## config.mk

```make
export PLATFORM = sky130hd
export DESIGN_NAME = id_ex_stage
export DESIGN_NICKNAME = d
export VERILOG_FILES = /design/src/rtl/id_ex_stage.sv
export SDC_FILE = /design/constraint.sdc
export NUM_CORES = 1
export LEC_CHECK = 0
export CAP_MARGIN = 30
export CORE_MARGIN = 1
export CORE_UTILIZATION = 44
export DETAILED_ROUTE_END_ITERATION = 10
export PLACE_DENSITY = 0.84
export SLEW_MARGIN = 20
export SYNTH_ARGS = -nofsm -noshare
export SYNTH_HDL_FRONTEND = slang
export SYNTH_SLANG_ARGS = --single-unit
export TNS_END_PERCENT = 30
```

## constraint.sdc

```tcl
create_clock -name Clk -period 2.13 [get_ports Clk]
set_input_delay 0.213 -clock Clk [delete_from_list [all_inputs] [get_ports Clk]]
set_output_delay 0.213 -clock Clk [all_outputs]
set_load 0.05 [all_outputs]
```

## src/rtl/id_ex_stage.sv

```systemverilog
// id_ex_stage: ID/EX pipeline register with load-use bubble insertion; define WB_BYPASS_EN to forward writeback data into captured operands
module id_ex_stage (
  input  logic        Clk,
  input  logic        Reset_n,
  input  logic        Stall,
  input  logic        Flush,
  input  logic        InValid,
  input  logic [4:0]  Rs,
  input  logic [4:0]  Rt,
  input  logic [4:0]  Rd,
  input  logic [4:0]  Shamt,
  input  logic [15:0] Imm,
  input  logic [5:0]  Funct,
  input  logic        RegWrite,
  input  logic        MemRead,
  input  logic        MemWrite,
  input  logic        MemToReg,
  input  logic        ALUSrc,
  input  logic        RegDst,
  input  logic [2:0]  ALUOp,
  input  logic [31:0] ReadData1,
  input  logic [31:0] ReadData2,
  input  logic        WbEn,
  input  logic [4:0]  WbReg,
  input  logic [31:0] WbData,
  output logic        ExValid,
  output logic [4:0]  ExRs,
  output logic [4:0]  ExRt,
  output logic [4:0]  ExRd,
  output logic [4:0]  ExShamt,
  output logic [5:0]  ExFunct,
  output logic [31:0] ExImm,
  output logic [31:0] ExData1,
  output logic [31:0] ExData2,
  output logic        ExRegWrite,
  output logic        ExMemRead,
  output logic        ExMemWrite,
  output logic        ExMemToReg,
  output logic        ExALUSrc,
  output logic        ExRegDst,
  output logic [2:0]  ExALUOp,
  output logic        LoadUseStall
);
  typedef enum logic {EMPTY, FULL} state_t;
  typedef struct packed {
    logic [4:0]  rs, rt, rd, shamt;
    logic [5:0]  funct;
    logic [31:0] imm, data1, data2;
  } fields_t;
  state_t     state_q, state_d;
  logic [8:0] ctrl_q, ctrl_d, ctrl_in;
  fields_t    fld_q, fld_d, fld_in;
  logic [31:0] data1_in, data2_in;
  logic       load_use;
`ifdef WB_BYPASS_EN
  assign data1_in = (WbEn && WbReg != 5'd0 && WbReg == Rs) ? WbData : ReadData1;
  assign data2_in = (WbEn && WbReg != 5'd0 && WbReg == Rt) ? WbData : ReadData2;
`else
  logic wb_unused;
  assign wb_unused = ^{WbEn, WbReg, WbData};
  assign data1_in  = ReadData1;
  assign data2_in  = ReadData2;
`endif
  assign ctrl_in  = {RegWrite, MemRead, MemWrite, MemToReg, ALUSrc, RegDst, ALUOp};
  assign fld_in   = '{Rs, Rt, Rd, Shamt, Funct, {{16{Imm[15]}}, Imm}, data1_in, data2_in};
  // Register 0 is hardwired, so a load targeting it can never create a hazard
  assign load_use = state_q == FULL && ctrl_q[7] && InValid && fld_q.rt != 5'd0 &&
                    (fld_q.rt == Rs || fld_q.rt == Rt);
  always_ff @(posedge Clk or negedge Reset_n)
    if (!Reset_n) begin
      state_q <= EMPTY;
      ctrl_q  <= '0;
      fld_q   <= '0;
    end else begin
      state_q <= state_d;
      ctrl_q  <= ctrl_d;
      fld_q   <= fld_d;
    end
  always_comb
    state_d = Flush ? EMPTY : Stall ? state_q : load_use ? EMPTY : InValid ? FULL : EMPTY;
  always_comb begin
    ctrl_d = Flush ? '0 : Stall ? ctrl_q : (load_use || !InValid) ? '0 : ctrl_in;
    fld_d  = Flush ? '0 : (Stall || load_use) ? fld_q : fld_in;
  end
  assign ExValid      = state_q == FULL;
  assign {ExRegWrite, ExMemRead, ExMemWrite, ExMemToReg, ExALUSrc, ExRegDst, ExALUOp} = ctrl_q;
  assign ExRs         = fld_q.rs;
  assign ExRt         = fld_q.rt;
  assign ExRd         = fld_q.rd;
  assign ExShamt      = fld_q.shamt;
  assign ExFunct      = fld_q.funct;
  assign ExImm        = fld_q.imm;
  assign ExData1      = fld_q.data1;
  assign ExData2      = fld_q.data2;
  assign LoadUseStall = load_use;
endmodule

```

==> metrics.yaml <==
status: "finished, violations left"
violations: "negative setup slack"
period_share_pct: 102.4
dpl.hpwl_um: 13690
path_max_fanout: 5
worstMarginPinSlew_ps: 544.0
maxSlewViolCount: 0
grt-ovfl-total: 0
yosys.area.top_type: "dfrtp_1"
wirelength_um: 21260
cts_sinks: 116
grt_use_total_pct: 26.15
switching_share_pct: 33.77
drc: 0
grt_pass1_wl_um: 34390
power_switching_mw: 2.771
p_leak_nw: 4.455
drtIter0Drc: 596
dieArea_um2: 16410
slew_headroom_pct: 63.62
maxCapViolCount: 0
cts_tree: "done"
grt_pass1_vias: 6754
mostFrequentLayoutCells: "233 x clkdlybuf4s50_1, 211 x nand2_1, 114 x dfrtp_1"
period_needed_ps: 2181
p_clk_share_pct: 38.2
regArea_um2: 2905
yosysSeqAreaShare_pct: 41.48
rsz0062_at_grt: "yes"
final_layout_size_suffix_gt1_share_pct: 9.841
end_kind: "output pin"
initial_core_util_pct: 45.53
die_y_um: 128.1
nNetsFinal: 1151
num_vias: 7232
via_per_inst: 5.942
multi_input_area_um2: 3528
syn_area_per_cell_um2: 8.881
dp_worst_setup_slack_ps: -52.37
ys_types: 24
antenna_found_initial: 0
synth_warnings: 0
clk_pin_slew_ps: 50
min_path_type: "input pin to async pin"
p_int_mw: 5.435
drtAntennaViolNets: 0
netlist_instances: 788
pin_count: 291
cts.htree.levels: 4
synthesis.nets: 946
fillers: 1212
utilization_pct: 68.16
powerDensity_nw_per_um2: 783.3
setup_ws_ps: -50.88
critPathRequiredTime_ps: 1920
synthDominantCellAreaShare_pct: 41.48
globalplace.congestion: 0.7623
total_power_mw: 8.206
power_frac_seq_pct: 31.9
ir_drop_uv: 543.2
hold_viol: 0
crit_type: "flop to output pin"
grt_max_degree: 82
setup_violations: 1
fmax_ghz: 0.4585
cts_root_buf: "clkbuf_16"
start_kind: "flop"
final_common_cell: "clkdlybuf4s50_1"
arrival_ps: 1970
cts_buffers: 17
fp-row-count: 45
io_buffers: 252
combinationalPowerShare_pct: 29.9
fin_skew_ps: 6.618
clk_latency_ps: 410
cts_buffer_depth: 2
die_w_um: 128.1
coreArea_um2: 15370
synthTopCellsByArea: "dfrtp_1 41%, nand2_1 11%, o311ai_1 10%"
wl_per_cell_um: 17.47
dr.pass1.iters: 6
syn_area_um2: 6998
antenna_cells: 0
synth-seq-cells: 116
syn_to_final_growth_pct: 49.71
[sequential cells by signal, indices dropped and copies added, names as in the netlist]
name     count
ExData2     32
ExRt         5
ExShamt      5
ExRd         5
ExImm       16
ExValid      1
ctrl_q       9
ExFunct      6
ExRs         5
ExData1     32
[worst max-delay path, cell delays in order (launching register included)]
cell and delay (ps):
dfrtp_2 450, or4_4 540, o2111ai_4 250, buf_12 140, nor2_4 30, buf_6 150
[synthesized netlist by cell type (all sizes together)]
master and number:
a22o 9, xor2 10, and3 106, o2111ai 1, o311ai 105, nor3 2, or4b 1, dfrtp 116
inv 2, nand2 211, or4 1, a21o 1, o2111a 1, a2bb2oi 5, nand3 1, nor2 4
a22oi 102, clkbuf 63, buf 47
[path summary, 6_finish.rpt]
kind	slack, ps	to	start	cells after the start
max	-50	LoadUseStall	ExRt[2]	5
min	300	ctrl_q[0]	Reset_n	2
max reg2reg	0	ExData2[27]	ExRt[2]	7
min reg2reg	500	ctrl_q[8]	ctrl_q[8]	1
max in group asynchronous	1180	ExData1[1]	Reset_n	3
min in group Clk	410	ctrl_q[8]	RegWrite	2
[power groups by stage]
stage / sequential [mW] / combinational (mW) / clock (mW)
2_1_floorplan: 3.36 / 0.775 / 0
3_3_place_gp: 2.64 / 2.42 / 0
3_5_place_dp: 2.64 / 2.46 / 0
4_1_cts: 2.61 / 2.45 / 3.19
5_1_grt: 2.64 / 2.59 / 3.28
6_report: 2.62 / 2.46 / 3.13
[stage by stage]
step                std cells  area (um^2)  TNS (ps)  hold slack (ps)
floorplan                 788         7007         0           -82.59
global placement         1179         9736         0            188.6
detailed placement       1179         9736    -117.5            191.7
CTS                      1215        10440    -277.3            300.1
global route             1217        10480     -3032            339.1
finish                   1217        10480    -50.88            301.4
[what timing repair did]
| action | 4_1_cts | 5_1_grt |
|---|---|---|
| cloned | 1 | 0 |
| hold buffers | 1 | 0 |
| resized for setup | 21 | 5 |
| endpoints found under the setup margin | 18 | 88 |
| setup buffers | 2 | 2 |
| pin swaps | 1 | 1 |
| endpoints found under the hold margin | 29 | 0 |
[cell families after synthesis]
family | after synthesis | synth area share, %
AO/OA/AOI/OAI | 224 | 27.27
XOR/XNOR | 10 | 1.252
AND/OR/NAND/NOR | 326 | 21.53
flip-flops | 116 | 41.48
buffers and inverters | 112 | 8.475
[metal layers]
metal  part of all wire (%)  vias up  GRT usage (%)
li1                       -     3364              -
met1                     43     3540          34.95
met2                     49      294          41.50
met3                    6.6       34          5.676
met4                    1.9        0          9.896
met5                      0        -              0
[area by class of cell]
cell class,instances,share of cell area (%)
well taps,211,2.520
multi-input cells,560,33.68
inverters,2,0.09555
clock inverters,11,1.660
clock buffers,21,4.586
repair buffers,296,29.73
flip-flops and latches,116,27.73
Note: power is estimated with default switching activity, not from simulation.
